File: src/rtl/csa_operand_packer.sv
// Serial-to-parallel operand packer for the multi-operand carry-save adder.
// Collects up to N W-bit words into a registered flat bus plus a reference sum.
module csa_operand_packer #(
  parameter  int N  = 9,
  parameter  int W  = 4,
  localparam int SW = W + $clog2(N),
  localparam int CW = $clog2(N + 1)
) (
  input  logic            clk,
  input  logic            rst_n,
  input  logic [W-1:0]    in_data,
  input  logic            in_valid,
  input  logic            in_last,
  output logic            in_ready,
  output logic [W*N-1:0]  out_data,
  output logic [SW-1:0]   out_sum,
  output logic [CW-1:0]   out_count,
  output logic            out_valid,
  input  logic            out_ready
);

  // state | meaning
  // FILL  | collecting words into slots 0..N-1
  // HOLD  | completed vector presented, waiting for out_ready
  typedef enum logic {ST_FILL = 1'b0, ST_HOLD = 1'b1} state_t;

  localparam int SLW = $clog2(N);

  state_t           r_state;
  logic [SLW-1:0]   r_slot;
  logic [W*N-1:0]   r_data;
  logic [SW-1:0]    r_sum;
  logic [CW-1:0]    r_count;

  state_t           w_state_nxt;
  logic [SLW-1:0]   w_slot_nxt;
  logic [W*N-1:0]   w_data_nxt;
  logic [SW-1:0]    w_sum_nxt;
  logic [CW-1:0]    w_count_nxt;
  logic             w_accept;

  assign in_ready  = (r_state == ST_FILL) || out_ready;
  assign w_accept  = in_valid && in_ready;
  assign out_data  = r_data;
  assign out_sum   = r_sum;
  assign out_count = r_count;
  assign out_valid = (r_state == ST_HOLD);

  always_ff @(posedge clk or negedge rst_n) begin
    if (!rst_n) begin
      r_state <= ST_FILL;
      r_slot  <= '0;
      r_data  <= '0;
      r_sum   <= '0;
      r_count <= '0;
    end else begin
      r_state <= w_state_nxt;
      r_slot  <= w_slot_nxt;
      r_data  <= w_data_nxt;
      r_sum   <= w_sum_nxt;
      r_count <= w_count_nxt;
    end
  end

  always_comb begin
    w_state_nxt = r_state;
    w_slot_nxt  = r_slot;
    w_data_nxt  = r_data;
    w_sum_nxt   = r_sum;
    w_count_nxt = r_count;
    case (r_state)
      ST_FILL: begin
        if (w_accept) begin
          w_data_nxt[r_slot*W +: W] = in_data;
          w_sum_nxt   = r_sum + SW'(in_data);
          w_count_nxt = r_count + CW'(1);
          if ((r_slot == SLW'(N - 1)) || in_last) begin
            w_state_nxt = ST_HOLD;
          end else begin
            w_slot_nxt = r_slot + SLW'(1);
          end
        end
      end
      ST_HOLD: begin
        if (out_ready) begin
          // vector consumed; a word arriving now starts the next vector at slot 0
          w_state_nxt = ST_FILL;
          w_slot_nxt  = '0;
          w_data_nxt  = '0;
          w_sum_nxt   = '0;
          w_count_nxt = '0;
          if (in_valid) begin
            w_data_nxt[W-1:0] = in_data;
            w_sum_nxt   = SW'(in_data);
            w_count_nxt = CW'(1);
            if (in_last) begin
              w_state_nxt = ST_HOLD;
            end else begin
              w_slot_nxt = SLW'(1);
            end
          end
        end
      end
      default: w_state_nxt = ST_FILL;
    endcase
  end

endmodule

File: config.mk
export PLATFORM = sky130hd
export DESIGN_NAME = csa_operand_packer
export DESIGN_NICKNAME = d
export VERILOG_FILES = /design/src/rtl/csa_operand_packer.sv
export SDC_FILE = /design/constraint.sdc
export NUM_CORES = 1
export LEC_CHECK = 0
export BUFFER_PORTS_ARGS = -buffer_cell sky130_fd_sc_hd__buf_2
export CORE_MARGIN = 3
export CORE_UTILIZATION = 59
export CTS_CLUSTER_SIZE = 28
export DETAILED_ROUTE_END_ITERATION = 7
export MAX_ROUTING_LAYER = met4
export PLACE_DENSITY = 0.85
export RECOVER_POWER = 25
export SYNTH_ARGS = -nofsm -noshare
export SYNTH_HDL_FRONTEND = slang
export SYNTH_SLANG_ARGS = --single-unit
File: constraint.sdc
create_clock -name clk -period 6.5 [get_ports clk]
set_input_delay 0.65 -clock clk [delete_from_list [all_inputs] [get_ports clk]]
set_output_delay 0.65 -clock clk [all_outputs]
set_load 0.005 [all_outputs]
# [Yosys cells after proc, flatten, opt, wreduce, memory -nomap -nowiden]
# Cells that the tools add are included.
[word_totals] register_bits=53 latchBits=0 mem_bits_rw=0 romBits=0 inputBits=9 out_inout_bits=50 wordCells=46 mem_count=0
[classes] add_sub_neg=4 n_mul=0 div_mod_pow=0 n_lt_le_gt_ge=0 n_eq_ne=4 n_shift=2 n_mux=25 n_bitwise=1 n_reduce_logical=5
[op_table] op="36-bit two-way mux" n=2
[op_table] op="36-bit one-hot mux with 2 select lines" n=1
[op_table] op="36-bit bitwise mux" n=1
[op_table] op="4-bit by 34-bit variable shift with 36-bit output (first input constant)" n=1
[op_table] op="4-bit by 34-bit indexed part select with 36-bit output" n=1
[op_table] op="6-bit negation with 34-bit output" n=1
[op_table] op="4-bit two-way mux" n=7
[op_table] op="8-bit two-way mux" n=2
[op_table] op="4-bit one-hot mux with 2 select lines" n=2
[op_table] op="8-bit one-hot mux with 2 select lines" n=1
[op_table] op="4-bit by 1-bit adder with 4-bit output (second input constant)" n=2
[op_table] op="8-bit by 4-bit adder with 8-bit output" n=1
[op_table] op="1-bit two-way mux" n=8
[op_table] op="2-bit != test (second input constant)" n=3
[op_table] op="4-bit == test (second input constant)" n=1
[op_table] op="3-bit AND reduction" n=1
[op_table] op="1-bit logical OR" n=2
[op_table] op="1-bit one-hot mux with 2 select lines" n=1
[op_table] op="2-bit AND reduction" n=1
[op_table] op="1-bit logical AND" n=1
[op_table] op="1-bit inverter" n=1

# [Logic depth before layout (Yosys ltp)]
# Gate-level depths: netlist of the first run.
[depth] word_depth=5 mapped_depth=9 mapped_depth_nobuf=7

# [Least setup slack after synthesis of the first run]
# No wires, ideal clock.
[synth_path] path_kind="flip-flop to flip-flop" start="register r_slot[0]" end="register r_data[3] (netlist: out_data[3])" t_arrival_ps=2176 t_required_ps=6372 setup_slack_ps=4196 path_stages_with_launch=9 path_buffers=1 path_cell_list="dfrtp_1 clkbuf_1 or2_2 nor2_1 ha_1 or3b_2 nor4_2 nor2_1 mux2_1"
[synth_via] elab_chain_cells=5
[synth_lines] element="start, declared" line_no="30" rtl="logic [SLW-1:0] r_slot;"
[synth_lines] element="start signal, assigned" line_no="58" rtl="r_slot <= w_slot_nxt;"
[synth_lines] element="6-bit negation with 34-bit output *" line_no="74" rtl="w_data_nxt[r_slot*W +: W] = in_data;"
[synth_lines] element="4-bit by 34-bit indexed part select with 36-bit output / 4-bit by 34-bit variable shift with 36-bit output (equally long branches)" line_no="74"
[synth_lines] element="36-bit bitwise mux *" line_no="74"
[synth_lines] element="36-bit two-way mux *" line_no="73" rtl="if (w_accept) begin"
[synth_lines] element="36-bit one-hot mux with 2 select lines *" line_no="71" rtl="case (r_state)"
[synth_lines] element="end signal, assigned" line_no="59" rtl="r_data <= w_data_nxt;"
[synth_lines] element="end, declared" line_no="31" rtl="logic [W*N-1:0] r_data;"
# Mark *: on every way between the ends. The rest lies on a longest branch, timed or not. The select of a mux whose other input is x is not followed.
# A chain may end at the register's enable or synchronous reset.

==> run_results.csv, run 1 <==
group,metric,value,unit
cts,postCtsSetupBuffers,0,
floorplanning,coreArea,4470,um^2
critical_path,path_buf_inv,2,
global_route,grt_start_max_net_pins,54,
timing,holdWs,467,ps
timing,slew_headroom,-85.9,%
floorplanning,rows,24,
placement,hpwlAfterDp,4.42,mm
power,power_density,276,nW/um^2
synth,seq_area_frac_synth,47.1,%
global_route,antenna_found_initial,0,
cells_and_area,area_growth,13.5,%
floorplanning,io_pins,59,
cells_and_area,finalInstanceArea,3200,um^2
floorplanning,die_x,75.1,um
synth,avgSynthCellArea,10.2,um^2
detailed_routing,vias_per_cell,5.98,
critical_path,crit_family,"buffers and inverters",
power,power.leakage,1.68,nW
cts,cts.path.max_buffers,2,
detailed_routing,wl_per_cell,16.6,um
critical_path,end_kind,"asynchronous set/reset pin",
timing,finalCritPeriodShare,44.6,%
synth,synthCells,275,
synth,yosysWarnings,0,
detailed_routing,drtPass1Iterations,4,
synth,synth-edff-count,0,
cts,clkTransAtPathRegs,90,ps
timing,rsz0062_at_grt,"no",
synth,synth_area_leaders,"dfrtp_1 (47%), mux2i_1 (7.5%), nand2_1 (4.3%), ha_1 (3.6%), a22o_1 (2.8%)",
detailed_routing,drt_wl_total,6.29,mm
synth,synth_top_area_share,47.1,%
cts,cts_buffers,5,
floorplanning,initial_utilization,62.9,%
placement,gp_congestion,0.880,
synth,synth_most_common_cell,"dfrtp_1",
synth,ys.flop_type,"dfrtp_1",
synth,ys_top_cells_by_count,"dfrtp_1 (53), nand2_1 (32), mux2i_1 (21)",
global_route,grt_first_pass_wirelength,10.0,mm
cells_and_area,finalNonFillerCells,378,
power,ir_drop,0.000151,V
synth,synth_cell_types,49,
placement,dpl_cell_area,3110,um^2
flow_run,maxCapViolCount,1,
placement,dp_cells,371,
timing,slew_viol_final,54,
timing,worst_pin_slew,2790,ps
status,violations,"max-capacitance violations, max-slew violations",
cells_and_area,n_antenna_cell,0,
floorplanning,dieArea,5640,um^2
critical_path,slowest_stage,"clkbuf_1",
cells_and_area,final_nets,344,
critical_path,worst-path-max-fanout,53,
timing,setup_viol,0,
cts,cts.sink_count,53,
synth,syn-num-nets,293,
timing,hold_viol_final,0,
timing,fin_tns_setup,0,ps
status,outcome,"finished with violations",
synth,async_flop_share,100,%
cts,htreeDepth,2,
timing,worst_clock_skew,5.69,ps
floorplanning,die_h,75.1,um
detailed_routing,first_iter_violations,144,
synth,ys_ff_latch,53,
critical_path,path_class,"input port to asynchronous set/reset pin",
cts,tritoncts,"built",
critical_path,worstPathCellList,"buf_2 -> clkbuf_1",
timing,fin_crit,2900,ps
synth,synth_top_cell_by_area,"dfrtp_1",
cts,clk_latency,300,ps
detailed_routing,drc,0,
critical_path,required,6310,ps
cells_and_area,drive_gt1_share,23.9,%
detailed_routing,ant_nets,0,
critical_path,start_kind,"input port",
critical_path,cp.arrival,2710,ps
global_route,grt_pass1_vias,2015,
global_route,gr-total-overflow,0,
cells_and_area,fillers,349,
cts,clockRootBuffer,"clkbuf_8",
timing,fmax,345,MHz
synth,syn_area,2820,um^2
min_path,hp-class,"flop to flop",
detailed_routing,vias,2262,
placement,io_buffers,58,
critical_path,crit_path_max_incr_delay,1970,ps
cts,postCtsHoldBufs,0,
cts,ctsResizeCount,0,
global_route,track_usage,24.0,%
-- sequential cells by signal (all words and copies together) (netlist names) --
signal	cells
out_data	36
out_valid	1
out_count	4
r_slot	4
out_sum	8
-- layout by cell type (no fill, tap or decap), drive strengths merged, types with 2 or more instances in the layout --
cell type,n
nand2,32
o31ai,4
nand4,2
a21oi,7
a22o,9
a211o,4
xor2,4
ha,8
o21ai,5
xnor2,2
nor3,4
inv,18
buf,58
a31o,3
or3,6
nand2b,7
mux2i,22
mux2,2
nand3b,5
dfrtp,53
nand3,7
or3b,3
o22ai,3
nor2b,3
a32o,3
o21a,2
nor2,14
clkbuf,8
o2bb2ai,3
a211oi,4
and2,2
or2,2
nor4,3
a221oi,3
nand4b,3
-- path summary, 6_finish.rpt --
path	start	end	slack, ps	cells past startpoint
setup reg to reg	r_slot[0]	out_data[13]	3810	7
hold reg to reg	out_sum[7]	out_sum[7]	470	1
min in group asynchronous	rst_n	out_data[17]	1330	2
setup / recovery	rst_n	r_slot[1]	3600	2
max in group clk	r_slot[0]	out_data[13]	3810	7
hold / removal	out_sum[7]	out_sum[7]	470	1
-- metrics by stage --
step | utilization, % | setup slack (ps) | total power [mW]
2_1_floorplan | - | 4200 | 0.608
3_3_place_gp | 69.6 | 3930 | 0.691
3_5_place_dp | 69.6 | 3880 | 0.698
4_1_cts | 71.5 | 3850 | 0.882
5_1_grt | 71.4 | 3050 | 0.939
6_report | 71.4 | 3600 | 0.882
-- power breakdown --
| group | internal, mW | switching, mW | leakage, nW |
|---|---|---|---|
| clock | 0.0848 | 0.102 | 0.0443 |
| sequential | 0.367 | 0.0490 | 0.720 |
| combinational | 0.121 | 0.159 | 0.917 |
-- layout make-up --
cell class                      count  area, um^2  share of cell area [%]
Inverter                           18        67.6                    2.11
Clock buffer                        7        86.3                    2.70
Timing Repair Buffer               59         294                    9.20
Tap cell                           52        65.1                    2.04
Sequential cell                    53        1330                    41.5
Multi-Input combinational cell    189        1360                    42.4
-- kinds of logic (layout without fill, tap and decap cells) --
logic type	after synthesis	count (layout)	share of synthesized area, %
AND/OR/NAND/NOR	94	94	18.2
AO/OA/AOI/OAI	56	56	15.1
flip-flops	53	53	47.1
buffers and inverters	33	84	4.75
multiplexers	24	24	8.75
adder cells (fa/ha/maj)	9	9	4.26
XOR/XNOR	6	6	1.87
-- per-layer routing --
layer / vias up / part of all wire [%] / global-route usage (%)
li1: 1083 / - / -
met1: 1102 / 46 / 34.1
met2: 72 / 47 / 36.3
met3: 5 / 5.2 / 3.34
met4: 0 / 0.84 / 6.52
met5: - / 0 / -
Note: power is estimated with default switching activity, not from simulation.
==> inputs of run 2 (changes only) <==
Settings changed: CORE_UTILIZATION 59 to 49, PLACE_DENSITY 0.85 to 0.76.
Clock period 6.5 ns to 2.5 ns, I/O delays scaled along.
==> run 2 against run 1 <==
Worst hold slack got worse by 210 ps. Critical path type is now flop to flop. Highest routed layer unchanged. Design area increased by 3.8%. The flow now finishes without violations. Sequential share of layout area decreased by 1.5 points. Clock skew about the same.
==> run_results.csv, run 2 (synthesized netlist as in run 1, its figures left out) <==
group,metric,value,unit
timing,slew_headroom,4.99,%
power,ir_drop,0.000381,V
detailed_routing,vias,2274,
global_route,gr-total-overflow,0,
critical_path,cp.arrival,2510,ps
flow_run,maxCapViolCount,0,
floorplanning,rows,26,
floorplanning,io_pins,59,
placement,dp_slack,194,ps
timing,fin_tns_setup,0,ps
cells_and_area,largest_register_ffs,36,
cells_and_area,finalNonFillerCells,411,
cts,cts.sink_count,53,
cts,tritoncts,"built",
timing,setup_viol,0,
global_route,grt_first_pass_wirelength,11.1,mm
global_route,track_usage,22.6,%
power,power.leakage,1.71,nW
placement,dp_cells,402,
critical_path,worst-path-max-fanout,4,
global_route,antenna_found_initial,0,
global_route,grt_pass1_vias,2243,
timing,worst_pin_slew,1430,ps
power,totalPowerFinal,2.35,mW
detailed_routing,first_iter_violations,107,
placement,gp_congestion,0.957,
floorplanning,die_x,81.8,um
cells_and_area,finalInstanceArea,3320,um^2
timing,rsz0062_at_grt,"no",
cells_and_area,mostFrequentLayoutCells,"dfrtp_1 (53), buf_2 (50), nand2_1 (32)",
placement,dpl_cell_area,3230,um^2
cts,clkTransAtPathRegs,90,ps
power,power_density,709,nW/um^2
min_path,hp-class,"input port to flop",
cells_and_area,area_growth,17.8,%
cts,cts_buffers,5,
cts,htreeDepth,2,
detailed_routing,ant_nets,0,
timing,slew_viol_final,0,
cts,postCtsSetupBuffers,0,
timing,finalCritPeriodShare,92.6,%
timing,fin_ws,184,ps
placement,io_buffers,58,
critical_path,required,2690,ps
detailed_routing,drtPass1Iterations,4,
timing,worst_clock_skew,6.16,ps
cells_and_area,layout_commonest_cell,"dfrtp_1",
critical_path,path_class,"flop to flop",
critical_path,start_kind,"flop",
floorplanning,die_h,81.8,um
cells_and_area,post-route-util,62.2,%
cells_and_area,drive_gt1_share,24.6,%
timing,fmax,432,MHz
detailed_routing,drc,0,
cts,clk_latency,300,ps
timing,fin_crit,2320,ps
cts,ctsResizeCount,0,
floorplanning,dieArea,6690,um^2
critical_path,end_kind,"flop",
detailed_routing,drt_wl_total,6.93,mm
cts,cts.path.max_buffers,2,
detailed_routing,wl_per_cell,16.8,um
cts,clockRootBuffer,"clkbuf_8",
global_route,grt_start_max_net_pins,27,
placement,hpwlAfterDp,5.21,mm
floorplanning,initial_utilization,52.8,%
detailed_routing,vias_per_cell,5.53,
floorplanning,coreArea,5340,um^2
status,outcome,"complete, no violations",
cells_and_area,n_antenna_cell,0,
timing,hold_viol_final,0,
timing,holdWs,255,ps
cells_and_area,final_nets,358,
run 2: power breakdown:
part | total (mW) | switching [mW] | internal [mW]
registers | 1.04 | 0.0881 | 0.955
clock network | 0.472 | 0.273 | 0.199
logic | 0.838 | 0.471 | 0.367
run 2: layout make-up:
| cell class | instances | area, um^2 |
|---|---|---|
| Fill cell | 484 | 2020 |
| Inverter | 18 | 67.6 |
| Timing Repair Buffer | 73 | 395 |
| Clock buffer | 7 | 76.3 |
| Clock inverter | 1 | 7.51 |
| Sequential cell | 53 | 1330 |
| Tap cell | 70 | 87.6 |
| Multi-Input combinational cell | 189 | 1360 |
run 2: what timing repair did:
action | 4_1_cts | 5_1_grt
endpoints found under the hold margin | 24 | 0
setup endpoints to repair | 0 | 0
hold buffers | 1 | 0
run 2: path summary, 6_finish.rpt:
kind | from | end | slack, ps | cells past startpoint
max reg2reg | r_slot[0] | out_data[3] | 180 | 7
max in group asynchronous | rst_n | out_data[29] | 760 | 3
min | in_last | out_valid | 260 | 3
min reg2reg | out_sum[7] | out_sum[7] | 470 | 1
max | r_slot[0] | out_data[3] | 180 | 7
min in group asynchronous | rst_n | out_data[13] | 810 | 2
run 2: routing by layer:
layer	vias up	part of all wire, %	global-route usage [%]
li1	1108	-	-
met4	0	0.72	5.48
met2	66	48	35.3
met5	-	0	-
met3	4	5.9	4.17
met1	1096	46	30.7
run 2: critical path, cell delays in order, from the launching register on:
cell     delay, ps
dfrtp_1        400
or2_2          300
nor2_1         100
ha_1           260
or3b_2         460
nor4_2         210
nor2_1         150
mux2_1         330
